===== src/rtl/regfile_wb_queue.sv =====
// ============================================================================
// Module   : regfile_wb_queue
// Brief    : Register-file writeback FIFO that drains one entry per cycle and
//            forwards the youngest pending write to decode-stage lookups.
//            Optional same-cycle bypass when empty: define WBQ_BYPASS_EN.
// Revision : 1.0 - initial release
// ============================================================================
`default_nettype none

module regfile_wb_queue #(
    parameter int REG_WIDTH = 32,
    parameter int DEPTH     = 4
) (
    input  logic                   clk,
    input  logic                   rst,
    input  logic                   in_valid,
    output logic                   in_ready,
    input  logic [4:0]             in_rd,
    input  logic [REG_WIDTH-1:0]   in_data,
    output logic [4:0]             rf_rd,
    output logic [REG_WIDTH-1:0]   rf_rd_din,
    output logic                   rf_reg_write,
    input  logic [4:0]             fwd_rs1,
    input  logic [4:0]             fwd_rs2,
    output logic                   fwd_rs1_hit,
    output logic                   fwd_rs2_hit,
    output logic [REG_WIDTH-1:0]   fwd_rs1_data,
    output logic [REG_WIDTH-1:0]   fwd_rs2_data,
    output logic [$clog2(DEPTH):0] count
);

    localparam int AW = $clog2(DEPTH);
    localparam int CW = AW + 1;

    logic [AW-1:0]        r_head;
    logic [AW-1:0]        r_tail;
    logic [CW-1:0]        r_count;
    logic [4:0]           r_rd_mem   [DEPTH];
    logic [REG_WIDTH-1:0] r_data_mem [DEPTH];

    logic                 w_full;
    logic                 w_empty;
    logic                 w_bypass;
    logic                 w_push;
    logic                 w_pop;
    logic [AW-1:0]        w_fwd_idx;

    assign w_full   = (r_count == CW'(DEPTH));
    assign w_empty  = (r_count == '0);
    assign in_ready = !w_full;
    assign count    = r_count;

`ifdef WBQ_BYPASS_EN
    // An empty queue hands a request straight to the register file instead of storing it.
    assign w_bypass = w_empty && in_valid && (in_rd != 5'd0) && !rst;
`else
    assign w_bypass = 1'b0;
`endif

    assign w_push = in_valid && !w_full && (in_rd != 5'd0) && !w_bypass;
    // The register file never stalls, so the head retires every cycle it exists.
    assign w_pop  = !w_empty;

    always_ff @(posedge clk) begin
        if (rst) begin
            r_head  <= '0;
            r_tail  <= '0;
            r_count <= '0;
        end else begin
            if (w_push) begin
                r_tail <= r_tail + AW'(1);
            end
            if (w_pop) begin
                r_head <= r_head + AW'(1);
            end
            r_count <= r_count + CW'(w_push) - CW'(w_pop);
        end
    end

    // Entry storage carries no reset; occupancy alone decides what is valid.
    always_ff @(posedge clk) begin
        if (w_push && !rst) begin
            r_rd_mem[r_tail]   <= in_rd;
            r_data_mem[r_tail] <= in_data;
        end
    end

    always_comb begin
        rf_reg_write = 1'b0;
        rf_rd        = 5'd0;
        rf_rd_din    = '0;
        if (!w_empty) begin
            rf_reg_write = 1'b1;
            rf_rd        = r_rd_mem[r_head];
            rf_rd_din    = r_data_mem[r_head];
        end else if (w_bypass) begin
            rf_reg_write = 1'b1;
            rf_rd        = in_rd;
            rf_rd_din    = in_data;
        end
    end

    // Walk oldest to youngest so the last match seen is the youngest one.
    always_comb begin
        fwd_rs1_hit  = 1'b0;
        fwd_rs2_hit  = 1'b0;
        fwd_rs1_data = '0;
        fwd_rs2_data = '0;
        w_fwd_idx    = r_head;
        for (int i = 0; i < DEPTH; i++) begin
            w_fwd_idx = r_head + AW'(i);
            if (CW'(i) < r_count) begin
                if ((fwd_rs1 != 5'd0) && (r_rd_mem[w_fwd_idx] == fwd_rs1)) begin
                    fwd_rs1_hit  = 1'b1;
                    fwd_rs1_data = r_data_mem[w_fwd_idx];
                end
                if ((fwd_rs2 != 5'd0) && (r_rd_mem[w_fwd_idx] == fwd_rs2)) begin
                    fwd_rs2_hit  = 1'b1;
                    fwd_rs2_data = r_data_mem[w_fwd_idx];
                end
            end
        end
    end

endmodule

`default_nettype wire


===== config.mk =====
export PLATFORM = sky130hd
export DESIGN_NAME = regfile_wb_queue
export DESIGN_NICKNAME = d
export VERILOG_FILES = /design/src/rtl/regfile_wb_queue.sv
export SDC_FILE = /design/constraint.sdc
export NUM_CORES = 1
export LEC_CHECK = 0
export ABC_AREA = 1
export CORE_ASPECT_RATIO = 2
export CORE_MARGIN = 1.5
export CORE_UTILIZATION = 60
export CTS_CLUSTER_SIZE = 14
export DETAILED_ROUTE_END_ITERATION = 10
export MAX_ROUTING_LAYER = met4
export PLACE_DENSITY_LB_ADDON = 0.25
export SLEW_MARGIN = 5
export SYNTH_ARGS = -nofsm -noshare
export SYNTH_HDL_FRONTEND = slang
export SYNTH_SLANG_ARGS = --single-unit
export TNS_END_PERCENT = 10

===== constraint.sdc =====
create_clock -name clk -period 6.7 [get_ports clk]
set_clock_uncertainty 0.2 [all_clocks]
set_input_delay 1.34 -clock clk [delete_from_list [all_inputs] [get_ports clk]]
set_output_delay 1.34 -clock clk [all_outputs]
set_load 0.1 [all_outputs]

==> key figures <==
Status
  – Status: finished, final reports clean

Clock network
  – Worst skew pair latency: 0.45 ns
  – # hold bufs at CTS: 0
  – Post_cts resized: 0
  – Reg clk slew, reported paths: 0.06 ns
  – TritonCTS clock tree: yes
  – Postcts setup bufs: 0
  – Total CTS buffers: 17
  – H-tree Lvls: 4
  – CTS sink count: 157
  – CTS max path bufs: 2
  – Clk root buf: clkbuf_16

Setup path
  – Reg2reg start: count[1]$_SDFF_PP0_
  – R2r endpoint: r_data_mem[0][16]$_DFFE_PP_
  – Crit path largest cell delay: 0.64 ns
  – CP endpoint kind: output pin
  – Crit Path Class: reg -> out
  – R2r setup slk: 3.85 ns
  – CP most frequent cell: nand2_1
  – Crit path max-delay cell type: dfxtp_4
  – Crit-path cells: buf_4 -> nor2_1 -> a21oi_1 -> nand2_1 -> nand2_1 -> nand2_1 -> nor2_1 -> nand3_2 -> buf_4 -> nor2_1 -> nor2_1 -> nand2_1 -> nand2_1 -> buf_12
  – CP top delay family: simple AND/OR/NAND/NOR gates
  – Crit path DAT: 4.50 ns
  – Worst Reg-to-Reg Cells: 7
  – Worst Path Buf+Inv: 3
  – Crit path max fanout: 61
  – Startpoint types: flop
  – WP data required: 5.16 ns

Logic synthesis
  – Synthesized net count: 1954
  – YS warnings: 0
  – Synth Flop Type: edfxtp_1
  – Share of flip-flops with an asynchronous set or reset: 0
  – Sequential element share of the synthesized area: 0.371
  – Synth cell types: 33
  – Post-synth EDFFs: 148
  – Syn avg cell area: 6.57 µm²
  – Mapped Area: 12500 µm²
  – Yosys reg bits: 157
  – Mapped Cells: 1895

Routing
  – Via count: 14400
  – TritonRoute pass-1 iters: 7
  – First DRT Iteration DRCs: 1732
  – # DRC: 0
  – DR WL/cell: 20.4 µm
  – Detailed-route wire length: 45800 µm
  – Antenna Violating Nets Remaining: 0
  – Mean number of vias per cell: 6.40

STA
  – Fin crit share: 0.902
  – Final Worst Setup Slack: 0.658 ns
  – Final hold vios: 0
  – Slew @ Worst Pin: 1.19 ns
  – Final setup violation count: 0
  – RSZ-0062 raised after global routing: false
  – Final min period: 6.04 ns
  – Setup tns final: 0 ns
  – Slew headroom: 0.204
  – Fmax: 0.166 GHz
  – Final slew viol count: 0

Floorplan
  – Row count: 74
  – Die H: 207 µm
  – Die width: 105 µm
  – Area of the die: 21700 µm²
  – I/O Pins: 158
  – Initial Util: 0.611
  – Core area: 20400 µm²

GRT
  – Vias in the first global route: 14082
  – Overflow after GRT: 0
  – Gr usage total: 0.437
  – Initial antenna violation count: 0
  – Largest net degree at the start of global routing: 66
  – First-pass GRT wire length: 70700 µm

Place
  – # port buffers: 157
  – DPL Wire Length: 30100 µm
  – Placer Congestion: 0.954
  – Worst slack, placed: 0.985 ns

Min path
  – Worst hold path endpoint: r_tail[1]$_SDFFE_PP0P_
  – Worst hold path class: reg -> reg
  – Min-delay src: r_tail[1]$_SDFFE_PP0P_
  – Hold Crit Depth: 2

Final layout
  – Commonest non-fill, non-tap cell in the layout: nand2_1
  – Synth-to-layout area growth: 22.7%
  – Final net count: 2031
  – N_diodes: 0
  – Layout cells sized above 1: 0.0841
  – Leading cell types in the layout, fill and taps excluded: nand2_1, nor2_1, nand3_1

Flow run
  – Max cap viols: 0
-- how the worst max path moves through the flow --
| stage | from | end | cells past startpoint |
|---|---|---|---|
| 6_report | r_head[0]$_SDFFE_PP0N_ | fwd_rs1_data[8] | 14 |
| 2_1_floorplan | count[2]$_SDFF_PP0_ | rf_rd[0] | 5 |
| 3_5_place_dp | fwd_rs1[0] | fwd_rs1_data[15] | 14 |
| 5_1_grt | r_head[0]$_SDFFE_PP0N_ | fwd_rs2_data[6] | 15 |
| 4_1_cts | r_head[0]$_SDFFE_PP0N_ | fwd_rs2_data[3] | 15 |
| 3_3_place_gp | fwd_rs1[2] | fwd_rs1_data[5] | 14 |
-- final cells by class --
cell class,count,area (µm²)
clock inverters,15,116
clock buffers,17,425
multi-input cells,1459,6690
flip-flops and latches,157,4630
well taps,266,333
fillers,1545,5100
repair buffers,191,2520
inverters,146,551
-- cell families (layout without fill, tap and decap cells) --
kind of cell             Yosys count  count (layout)  synth area share
AO/OA/AOI/OAI                    248             248             0.123
XOR/XNOR                           3               3           0.00211
adder cells (fa/ha/maj)            9               9           0.00965
buffers and inverters            279             369            0.0958
flip-flops                       157             157             0.371
AND/OR/NAND/NOR                 1199            1199             0.398
-- per-layer routing --
layer,part of all wire,vias up,GRT usage
met4,0.087,0,0.368
met1,0.31,6418,0.451
li1,-,6455,-
met5,0,-,-
met2,0.49,1173,0.721
met3,0.12,354,0.0760
-- sequential cells by signal, indices dropped and copies added (netlist names), named ones only --
| register | cells |
|---|---|
| r_head | 2 |
| count | 3 |
| r_tail | 2 |
| r_rd_mem | 20 |
| r_data_mem | 128 |
-- metrics by stage --
step	cells	instance area, µm²	util	hold slack (ns)
2_1_floorplan	1895	12500	-	0.290
3_3_place_gp	2219	14700	0.723	0.329
3_5_place_dp	2219	14700	0.723	0.356
4_1_cts	2251	15300	0.750	0.366
5_1_grt	2251	15300	0.750	0.416
6_report	2251	15300	0.750	0.361
-- tightest hold or removal path: stages (launching register included) --
cell and delay (ns):
dfxtp_1 0.34, inv_1 0.11, a21oi_1 0.07
-- synthesized netlist by cell type, types with 11 or more instances --
cell      count  share of area
nor2_1      269          0.081
a21oi_1      44          0.018
buf_2        48          0.019
o211ai_1     32          0.019
buf_1        15         0.0045
nand4_1      69          0.035
edfxtp_1    148           0.36
nand2_1     671           0.20
o21ai_1      11         0.0044
inv_1       139          0.042
clkbuf_1     51          0.015
buf_4        16         0.0096
o21ai_0      95          0.038
a32oi_1      32          0.023
nand3_1     170          0.068
a22oi_1      32          0.019
Power is left out: the tool's default activity adds up to more than one toggle a clock period on the data nets, which glitch-free logic cannot reach.
